==> config.mk <==
export PLATFORM = sky130hd
export DESIGN_NAME = dmem_port_arbiter
export DESIGN_NICKNAME = d
export VERILOG_FILES = /design/src/rtl/dmem_port_arbiter_pkg.sv /design/src/rtl/dmem_port_arbiter_starve_ctr.sv /design/src/rtl/dmem_port_arbiter.sv
export SDC_FILE = /design/constraint.sdc
export NUM_CORES = 1
export LEC_CHECK = 0
export CAP_MARGIN = 20
export CORE_AREA = 2 2 148 150
export DETAILED_ROUTE_END_ITERATION = 7
export DIE_AREA = 0 0 150 152
export PLACE_DENSITY = 0.53
export SYNTH_ARGS = -nofsm -noshare
export SYNTH_HDL_FRONTEND = slang
export SYNTH_HIERARCHICAL = 1
export SYNTH_SLANG_ARGS = --single-unit
==> constraint.sdc <==
create_clock -name clock -period 2.2 [get_ports clock]
set_input_delay 0.22 -clock clock [delete_from_list [all_inputs] [get_ports clock]]
set_output_delay 0.22 -clock clock [all_outputs]
set_load 0.01 [all_outputs]
==> src/rtl/dmem_port_arbiter_pkg.sv <==
// Shared types and defaults for the data-memory port arbiter.
// Latency: n/a (definitions only).
// Backpressure: n/a.
package dmem_port_arbiter_pkg;

   localparam int DEF_TAG_W        = 4;
   localparam int DEF_SQ_HIGH_WM   = 6;
   localparam int DEF_STARVE_LIMIT = 8;

   typedef enum logic [1:0] {
      MEM_NONE  = 2'd0,
      MEM_LOAD  = 2'd1,
      MEM_STORE = 2'd2
   } mem_command_t;

   typedef enum logic [1:0] {
      SIZE_BYTE   = 2'd0,
      SIZE_HALF   = 2'd1,
      SIZE_WORD   = 2'd2,
      SIZE_DOUBLE = 2'd3
   } mem_size_t;

   typedef enum logic {
      IDLE    = 1'b0,
      LD_WAIT = 1'b1
   } dmem_arb_state_t;

endpackage

==> src/rtl/dmem_port_arbiter_starve_ctr.sv <==
// Saturating count of consecutive cycles a pending store was denied the port.
// Latency: limit_hit reflects the count registered on the previous edge.
// Backpressure: none; clear wins over increment.
module dmem_starve_ctr #(
   parameter int LIMIT = 8
) (
   input  logic clock,
   input  logic reset,
   input  logic incr,
   input  logic clear,
   output logic limit_hit
);
   localparam int W = $clog2(LIMIT + 1);

   logic [W-1:0] cnt;

   // Count denied cycles, stick at LIMIT, drop to zero on grant or idle SQ.
   always_ff @(posedge clock) begin
      if (reset || clear) begin
         cnt <= '0;
      end else if (incr && (cnt < W'(LIMIT))) begin
         cnt <= cnt + 1'b1;
      end
   end

   assign limit_hit = (cnt >= W'(LIMIT));

endmodule

==> src/rtl/dmem_port_arbiter.sv <==
// Shares the data-memory port between SQ drain (stores) and the load unit.
// Latency: commands combinational; load data 1 cycle after the tag match.
// Backpressure: requesters hold until mem_response grants; one load in flight.
module dmem_port_arbiter
   import dmem_port_arbiter_pkg::*;
#(
   parameter int ADDR_W       = 32,
   parameter int DATA_W       = 64,
   parameter int TAG_W        = DEF_TAG_W,
   parameter int CNT_W        = 4,
   parameter int SQ_HIGH_WM   = DEF_SQ_HIGH_WM,
   parameter int STARVE_LIMIT = DEF_STARVE_LIMIT
) (
   input  logic              clock,
   input  logic              reset,
   input  logic              squash,
   input  logic              st_req,
   input  logic [ADDR_W-1:0] st_addr,
   input  logic [DATA_W-1:0] st_data,
   input  logic [1:0]        st_size,
   input  logic [CNT_W-1:0]  st_count,
   output logic              st_grant,
   input  logic              ld_req,
   input  logic [ADDR_W-1:0] ld_addr,
   input  logic [1:0]        ld_size,
   output logic              ld_grant,
   output logic              ld_resp_valid,
   output logic [DATA_W-1:0] ld_resp_data,
   output logic [1:0]        mem_command,
   output logic [ADDR_W-1:0] mem_addr,
   output logic [DATA_W-1:0] mem_data,
   output logic [1:0]        mem_size,
   input  logic [TAG_W-1:0]  mem_response,
   input  logic [TAG_W-1:0]  mem_tag,
   input  logic [DATA_W-1:0] mem_data_in,
   output logic              busy
);

   dmem_arb_state_t   state, state_nxt;
   logic [TAG_W-1:0]  out_tag;
   logic              drop;
   logic              starve_hit;
   logic              st_pri;
   logic              st_win;
   logic              ld_win;
   logic              tag_match;
   mem_command_t      cmd;

   dmem_starve_ctr #(
      .LIMIT (STARVE_LIMIT)
   ) u_starve (
      .clock     (clock),
      .reset     (reset),
      .incr      (st_req && !st_grant),
      .clear     (st_grant || !st_req),
      .limit_hit (starve_hit)
   );

   // Pick the port winner, drive the memory command and grants, compute next state.
   always_comb begin
      state_nxt = state;
      cmd       = MEM_NONE;
      mem_addr  = '0;
      mem_data  = '0;
      mem_size  = '0;
      st_grant  = 1'b0;
      ld_grant  = 1'b0;

      // Stores are forced ahead when the SQ is filling up or a store has waited too long.
      st_pri    = (st_count >= CNT_W'(SQ_HIGH_WM)) || starve_hit;
      // A squashed load never competes; in LD_WAIT only stores may use the port.
      ld_win    = !reset && (state == IDLE) && ld_req && !squash;
      st_win    = !reset && st_req && (st_pri || !ld_win);
      ld_win    = ld_win && !st_win;
      tag_match = (state == LD_WAIT) && (out_tag != '0) && (mem_tag == out_tag);

      if (st_win) begin
         cmd      = MEM_STORE;
         mem_addr = st_addr;
         mem_data = st_data;
         mem_size = st_size;
         st_grant = (mem_response != '0);
      end else if (ld_win) begin
         cmd      = MEM_LOAD;
         mem_addr = ld_addr;
         mem_size = ld_size;
         ld_grant = (mem_response != '0);
      end

      case (state)
         IDLE:    if (ld_grant)  state_nxt = LD_WAIT;
         LD_WAIT: if (tag_match) state_nxt = IDLE;
         default: state_nxt = IDLE;
      endcase
   end

   assign mem_command = cmd;
   assign busy        = (state == LD_WAIT);

   // State register.
   always_ff @(posedge clock) begin
      if (reset) state <= IDLE;
      else       state <= state_nxt;
   end

   // Remember the outstanding load's tag and whether a flush has orphaned it.
   always_ff @(posedge clock) begin
      if (reset) begin
         out_tag <= '0;
         drop    <= 1'b0;
      end else if (ld_grant) begin
         out_tag <= mem_response;
         drop    <= 1'b0;
      end else if ((state == LD_WAIT) && squash) begin
         drop    <= 1'b1;
      end
   end

   // Register returning load data; a squash in the match cycle also suppresses it.
   always_ff @(posedge clock) begin
      if (reset) begin
         ld_resp_valid <= 1'b0;
         ld_resp_data  <= '0;
      end else begin
         ld_resp_valid <= tag_match && !drop && !squash;
         if (tag_match) ld_resp_data <= mem_data_in;
      end
   end

endmodule

==> qor.csv, run 1 <==
metric,value,unit
syn_avg_cell_area,8.58,sq um
endpoint_kind,output pin,
period_needed,2.22,ns
h-tree-depth,3,
wl_per_cell,18.1,um
maxSlewViolCount,0,
path_delay_family,compound AO/OA/AOI/OAI gates,
portBuffers,379,
whs_path_depth,2,
required,1.98,ns
hold_path.class,primary input to flip-flop,
clockBufferDepth,2,
worstHoldStart,squash,
fin_nets,1052,
yosysSeqAreaShare,38.6,%
synthArstFlopShare,0,%
hpwl,15.9,mm
setup.worst_path.class,flip-flop to output pin,
syn_area,3890,sq um
tns,-0.0668,ns
drt_iter0_drc,155,
final_core_util,38.2,%
worst_slew_pin_slew,0.698,ns
antenna_found_initial,10,
holdWs,0.336,ns
cts_tree,done,
powerDensity,472,nW/um^2
final_cell_area,8150,sq um
relSlewSlack,53.5,%
drtAntennaViolNets,0,
drc,0,
vias_per_cell,4.11,
finalClockSkew,0.00704,ns
gp_congestion,0.859,
core_area,21400,sq um
max_clock_freq,451,MHz
path_buf_inv,3,
rr_endpoint,u_starve/cnt[1],
synth_nets,668,
path_clk_slew,0.06,ns
drive_above_1_share,19.6,%
die_h,152,um
finalSetupViolations,11,
yosys_register_bits,75,
rrSetupSlack,0.25,ns
clock-root-buffer,clkbuf_16,
track_usage,17.1,%
grt_start_max_net_pins,68,
die_x,150,um
post-place-ws,-0.379,ns
num_vias,4611,
timing.rr.start,u_starve/cnt[3],
max_cap_viol_count,0,
total_power,3.84,mW
place_area,8060,sq um
cts.sinks,75,
path_cells,a211o_1 -> o311ai_4 -> inv_4 -> buf_4 -> and2_1 -> dlygate4sd2_1,
synth_cell_types,31,
max_stage_delay,0.33,ns
start_util,18.2,%
cts-hold-fix-buffers,0,
rsz0062_at_grt,yes,
cp_slowest_cell,o311ai_4,
rows,54,
hold_end,ld_resp_valid,
hold_viol,0,
area_growth,110,%
clock_latency,0.34,ns
cp_max_fo,8,
grt_pass1_wl,29.1,mm
ys_warn_count,6,
setup_slack,-0.0186,ns
grt-ovfl-total,0,
die_area,22800,sq um
critPathLaunchType,flip-flop,
p_leak,3.84,nW
synth_edf_count,0,
r2r_cells,9,
violations,negative setup slack,
final_cells,1123,
netlist_instances,453,
grt_pass1_vias,4445,
dp.cells,1097,
cp.arrival,2.00,ns
numCtsBuffers,9,
synthFlopType,dfxtp_1,
status,finished with violations,
drt-pass1-iter-count,4,
ir_worst_vdd,0.343,mV
io_pins,381,
fin_crit_sh,101,%
wirelength,20.3,mm
-- worst reg2reg max path, cell delays in order, from the launching register on --
cell and delay, ns:
dfxtp_2 0.32, a211o_1 0.28, o311ai_4 0.33, buf_4 0.17, buf_4 0.09, o21ai_0 0.11
inv_1 0.12, nor2b_4 0.17, mux2i_1 0.19, nor3_1 0.06
-- registers in the layout, indices dropped and copies added (netlist names) --
name           flops
ld_resp_data      64
out_tag            4
u_starve/cnt       4
busy               1
drop               1
ld_resp_valid      1
-- cells in the final DEF (no fill, tap or decap), types with 4 or more instances in the layout --
cell type,instances
clkdlybuf4s50_1,272
nand2_1,132
dfxtp_1,73
mux2i_1,65
and2_1,55
buf_2,48
clkbuf_2,38
a22o_1,34
buf_4,20
buf_6,16
clkbuf_16,11
and2_4,10
dlygate4sd2_1,7
nor3_1,6
nand2b_1,5
a21oi_1,5
buf_12,4
-- layout make-up --
type / count / area, sq um
clock inverter: 4 / 72.6
timing repair buffer: 411 / 3730
fill: 2273 / 13200
clock buffer: 12 / 256
tap: 280 / 350
antenna: 1 / 2.50
sequential: 75 / 1500
multi-input combinational: 335 / 2210
inverter: 5 / 23.8
-- synthesized netlist by cell type, types with 2 or more instances --
| master | instances | share of area, % |
|---|---|---|
| xor2_1 | 3 | 0.68 |
| nand2_1 | 132 | 13 |
| a22o_1 | 34 | 7.7 |
| buf_4 | 6 | 1.2 |
| ha_1 | 2 | 0.64 |
| nor4_1 | 2 | 0.32 |
| buf_2 | 4 | 0.51 |
| dfxtp_1 | 75 | 39 |
| xnor2_1 | 2 | 0.45 |
| nor3_1 | 6 | 0.77 |
| nand2b_1 | 5 | 0.80 |
| clkbuf_1 | 23 | 2.2 |
| buf_6 | 5 | 1.4 |
| nor2_1 | 2 | 0.19 |
| inv_1 | 4 | 0.39 |
| a21oi_1 | 5 | 0.64 |
| and2_1 | 65 | 10 |
| mux2i_1 | 65 | 17 |
-- layer usage --
metal | up-vias | global-route usage [%] | routed length (um) | part of all wire [%]
li1 | 2273 | - | - | -
met1 | 2062 | 21.2 | 8650 | 43
met2 | 214 | 26.2 | 8840 | 44
met3 | 48 | 8.14 | 2290 | 11
met4 | 14 | 5.26 | 391 | 1.9
met5 | - | 0 | 103 | 0.51
-- cell families after synthesis --
family / count (synthesis) / synth area share (%)
buffers and inverters: 43 / 5.83
adder cells (fa/ha/maj): 2 / 0.644
AO/OA/AOI/OAI: 47 / 10.6
XOR/XNOR: 5 / 1.13
flip-flops: 75 / 38.6
AND/OR/NAND/NOR: 216 / 26.5
multiplexers: 65 / 16.7
-- what timing repair did --
item                                    4_1_cts  5_1_grt
endpoints found under the hold margin         0        0
resized for setup                           284      114
gates cloned                                  2        2
endpoints found under the setup margin      101      100
buffers inserted                              8        3
pin swaps                                     2        7
-- worst max path at each step --
stage | startpoint | endpoint | slack, ns | cells after the start
2_1_floorplan | u_starve/cnt[3] | u_starve/cnt[1] | 0.26 | 8
3_3_place_gp | squash | mem_addr[30] | -0.37 | 6
3_5_place_dp | squash | mem_addr[6] | -0.38 | 6
4_1_cts | busy | mem_addr[4] | -0.11 | 8
5_1_grt | u_starve/cnt[3] | mem_addr[11] | -0.10 | 7
6_report | u_starve/cnt[3] | mem_data[22] | -0.02 | 6
-- power breakdown --
group / switching [mW] / total (mW) / internal [mW] / leakage (nW)
combinational: 0.304 / 0.830 / 0.526 / 3.08
sequential: 0.00424 / 1.37 / 1.36 / 0.605
clock: 0.592 / 1.65 / 1.05 / 0.159
Note: power is estimated with default switching activity, not from simulation.
==> inputs of run 2 (changes only) <==
--- a/config.mk
+++ b/config.mk
@@ -10,6 +10,7 @@
 export DETAILED_ROUTE_END_ITERATION = 7
 export DIE_AREA = 0 0 150 152
 export PLACE_DENSITY = 0.53
+export SKIP_CTS_REPAIR_TIMING = 1
 export SYNTH_ARGS = -nofsm -noshare
 export SYNTH_HDL_FRONTEND = slang
 export SYNTH_HIERARCHICAL = 1
==> run 2 against run 1 <==
  * The run still ends with negative setup slack left
  * Clock skew fell by 0.00069 ns
  * Setup slack lost 0.058 ns
  * Highest routed layer unchanged
  * Power increased by 0.31%
  * Clock power barely moved
  * First-iteration DRC count is 31% higher
  * Maximum frequency shrank 2.5%
  * Sequential share of layout area shrank 0.73 points
  * Hold slack got worse by 0.098 ns
  * Clock-buffer cell count is the same
==> qor.csv, run 2 (synthesized netlist as in run 1, its figures left out) <==
metric,value,unit,change
wl_per_cell,18.1,um,+0.27%
cts.sinks,75,,unchanged
maxSlewViolCount,0,,unchanged
area_growth,118,%,
fin_crit_sh,103,%,+2.6 points
setup_slack,-0.0762,ns,-0.0577 ns
worst_slew_pin_slew,0.701,ns,+0.00264 ns
grt_pass1_vias,4387,,-1.3%
die_area,22800,sq um,unchanged
max_cap_viol_count,0,,unchanged
die_h,152,um,unchanged
rsz0062_at_grt,yes,,
setup.worst_path.class,flip-flop to output pin,,
h-tree-depth,3,,unchanged
use_met3,8.05,%,-0.090 points
cts_tree,done,,
fillCellCount,2245,,-1.2%
hold_path.class,primary input to flip-flop,,
numCtsBuffers,9,,unchanged
clock_latency,0.34,ns,about the same
reg.largest.list,"ld_resp_data x64, out_tag x4, u_starve/cnt x4",,
violations,negative setup slack,,
met1_usage,20.6,%,-0.66 points
drtAntennaViolNets,0,,unchanged
finalSetupViolations,11,,unchanged
final_common_cell,clkdlybuf4s50_1,,
seq_power_share,35.5,%,about the same
clock-root-buffer,clkbuf_16,,
p_int,2.96,mW,+0.57%
period_needed,2.28,ns,+0.0577 ns
final_core_util,39.7,%,+1.6 points
rows,54,,unchanged
required,1.98,ns,about the same
finalClockSkew,0.00635,ns,-0.000688 ns
start_util,18.2,%,unchanged
use_met2,25.6,%,-0.57 points
drt_iter0_drc,203,,+31%
p_switching,0.895,mW,-0.55%
path_clk_slew,0.06,ns,about the same
sw_frac_of_total,23.2,%,-0.20 points
clock_power_share,42.7,%,about the same
ir_worst_vdd,0.342,mV,-0.13%
total_power,3.86,mW,+0.31%
grt_pass1_wl,28.5,mm,-2.2%
max_clock_freq,439,MHz,-2.5%
cp.arrival,2.06,ns,+0.06 ns
gp_congestion,0.859,,unchanged
drive_above_1_share,12.0,%,-7.6 points
grt-ovfl-total,0,,unchanged
multi_input_area,2180,sq um,-1.1%
busiest_layer,met2,,
critPathLaunchType,flip-flop,,
portBuffers,379,,unchanged
wirelength,20.4,mm,+0.44%
clockBufferDepth,2,,unchanged
status,finished with violations,,
endpoint_kind,output pin,,
regMostFlops,ld_resp_data,,
track_usage,16.7,%,-0.40 points
largest_register_ffs,64,,unchanged
num_vias,4554,,-1.2%
die_x,150,um,unchanged
ff_latch_area,1500,sq um,unchanged
powerDensity,455,nW/um^2,-3.7%
vias_per_cell,4.05,,-1.4%
fin_nets,1052,,unchanged
final_cell_mix,"clkdlybuf4s50_1 (274), nand2_1 (132), dfxtp_1 (73), and2_1 (65), mux2i_1 (65)",,
antenna_found_initial,9,,-1
io_pins,381,,unchanged
drc,0,,unchanged
cp_max_fo,7,,-1
grt_start_max_net_pins,68,,unchanged
hpwl,15.9,mm,unchanged
drt-pass1-iter-count,4,,unchanged
p_leak,4.67,nW,+22%
core_area,21400,sq um,unchanged
relSlewSlack,53.3,%,-0.18 points
pwr-share-comb,21.9,%,+0.3 points
hold_viol,0,,unchanged
==> run 2: through the flow <==
step	worst slack (ns)	area (sq um)	TNS [ns]	hold WS [ns]	instances
after floorplan	0.262	3890	0	0.291	453
after detailed placement	-0.379	8060	-34.13	0.418	1097
after CTS	-0.386	8390	-33.00	0.398	1113
final	-0.0762	8480	-0.684	0.238	1125
after global placement	-0.370	8060	-33.01	0.424	1097
after global routing	-0.138	8480	-2.30	0.255	1123
==> run 2: worst max-delay path, cell delays in order (launching register included) <==
cell and delay, ns:
dfxtp_2 0.32, or4b_4 0.53, a21oi_4 0.20, buf_6 0.14, clkbuf_16 0.12, buf_8 0.13, a22o_1 0.14, buf_2 0.12
==> run 2: power by group through the flow <==
stage	Clock, mW	Sequential (mW)	Combinational (mW)
6_report	1.64	1.37	0.843
3_3_place_gp	0	1.40	0.869
3_5_place_dp	0	1.40	0.866
4_1_cts	1.73	1.37	0.873
2_1_floorplan	0	1.40	0.243
5_1_grt	1.77	1.37	0.900
==> run 2: layout make-up <==
class	count	share of cell area, %
flip-flops and latches	75	17.7
well taps	280	4.13
multi-input cells	335	25.8
clock buffers	12	3.02
inverters	5	0.280
clock inverters	4	0.856
repair buffers	411	48.1
diodes	3	0.0885
==> run 2: path summary, 6_finish.rpt <==
| path | startpoint | to | slack, ns | depth (start not counted) |
|---|---|---|---|---|
| worst max-delay path | busy | mem_addr[28] | -0.08 | 7 |
| worst min-delay path | squash | ld_resp_valid | 0.24 | 2 |
| worst max register to register | busy | out_tag[2] | 0.28 | 9 |
| worst min register to register | drop | ld_resp_valid | 0.43 | 1 |
==> run 2: per-layer routing <==
metal	part of all wire, %	up-vias
li1	-	2274
met4	1.8	12
met3	11	36
met5	0.45	-
met2	44	200
met1	43	2032
==> inputs of run 3 (changes only) <==
--- a/config.mk
+++ b/config.mk
@@ -7,10 +7,12 @@
 export LEC_CHECK = 0
 export CAP_MARGIN = 20
 export CORE_AREA = 2 2 148 150
+export CTS_CLUSTER_DIAMETER = 30
 export DETAILED_ROUTE_END_ITERATION = 7
 export DIE_AREA = 0 0 150 152
 export PLACE_DENSITY = 0.53
 export SKIP_CTS_REPAIR_TIMING = 1
+export SLEW_MARGIN = 10
 export SYNTH_ARGS = -nofsm -noshare
 export SYNTH_HDL_FRONTEND = slang
 export SYNTH_HIERARCHICAL = 1
==> results of run 3 <==
Same layout as run 2: the final DEF is identical, and so are final timing and power.
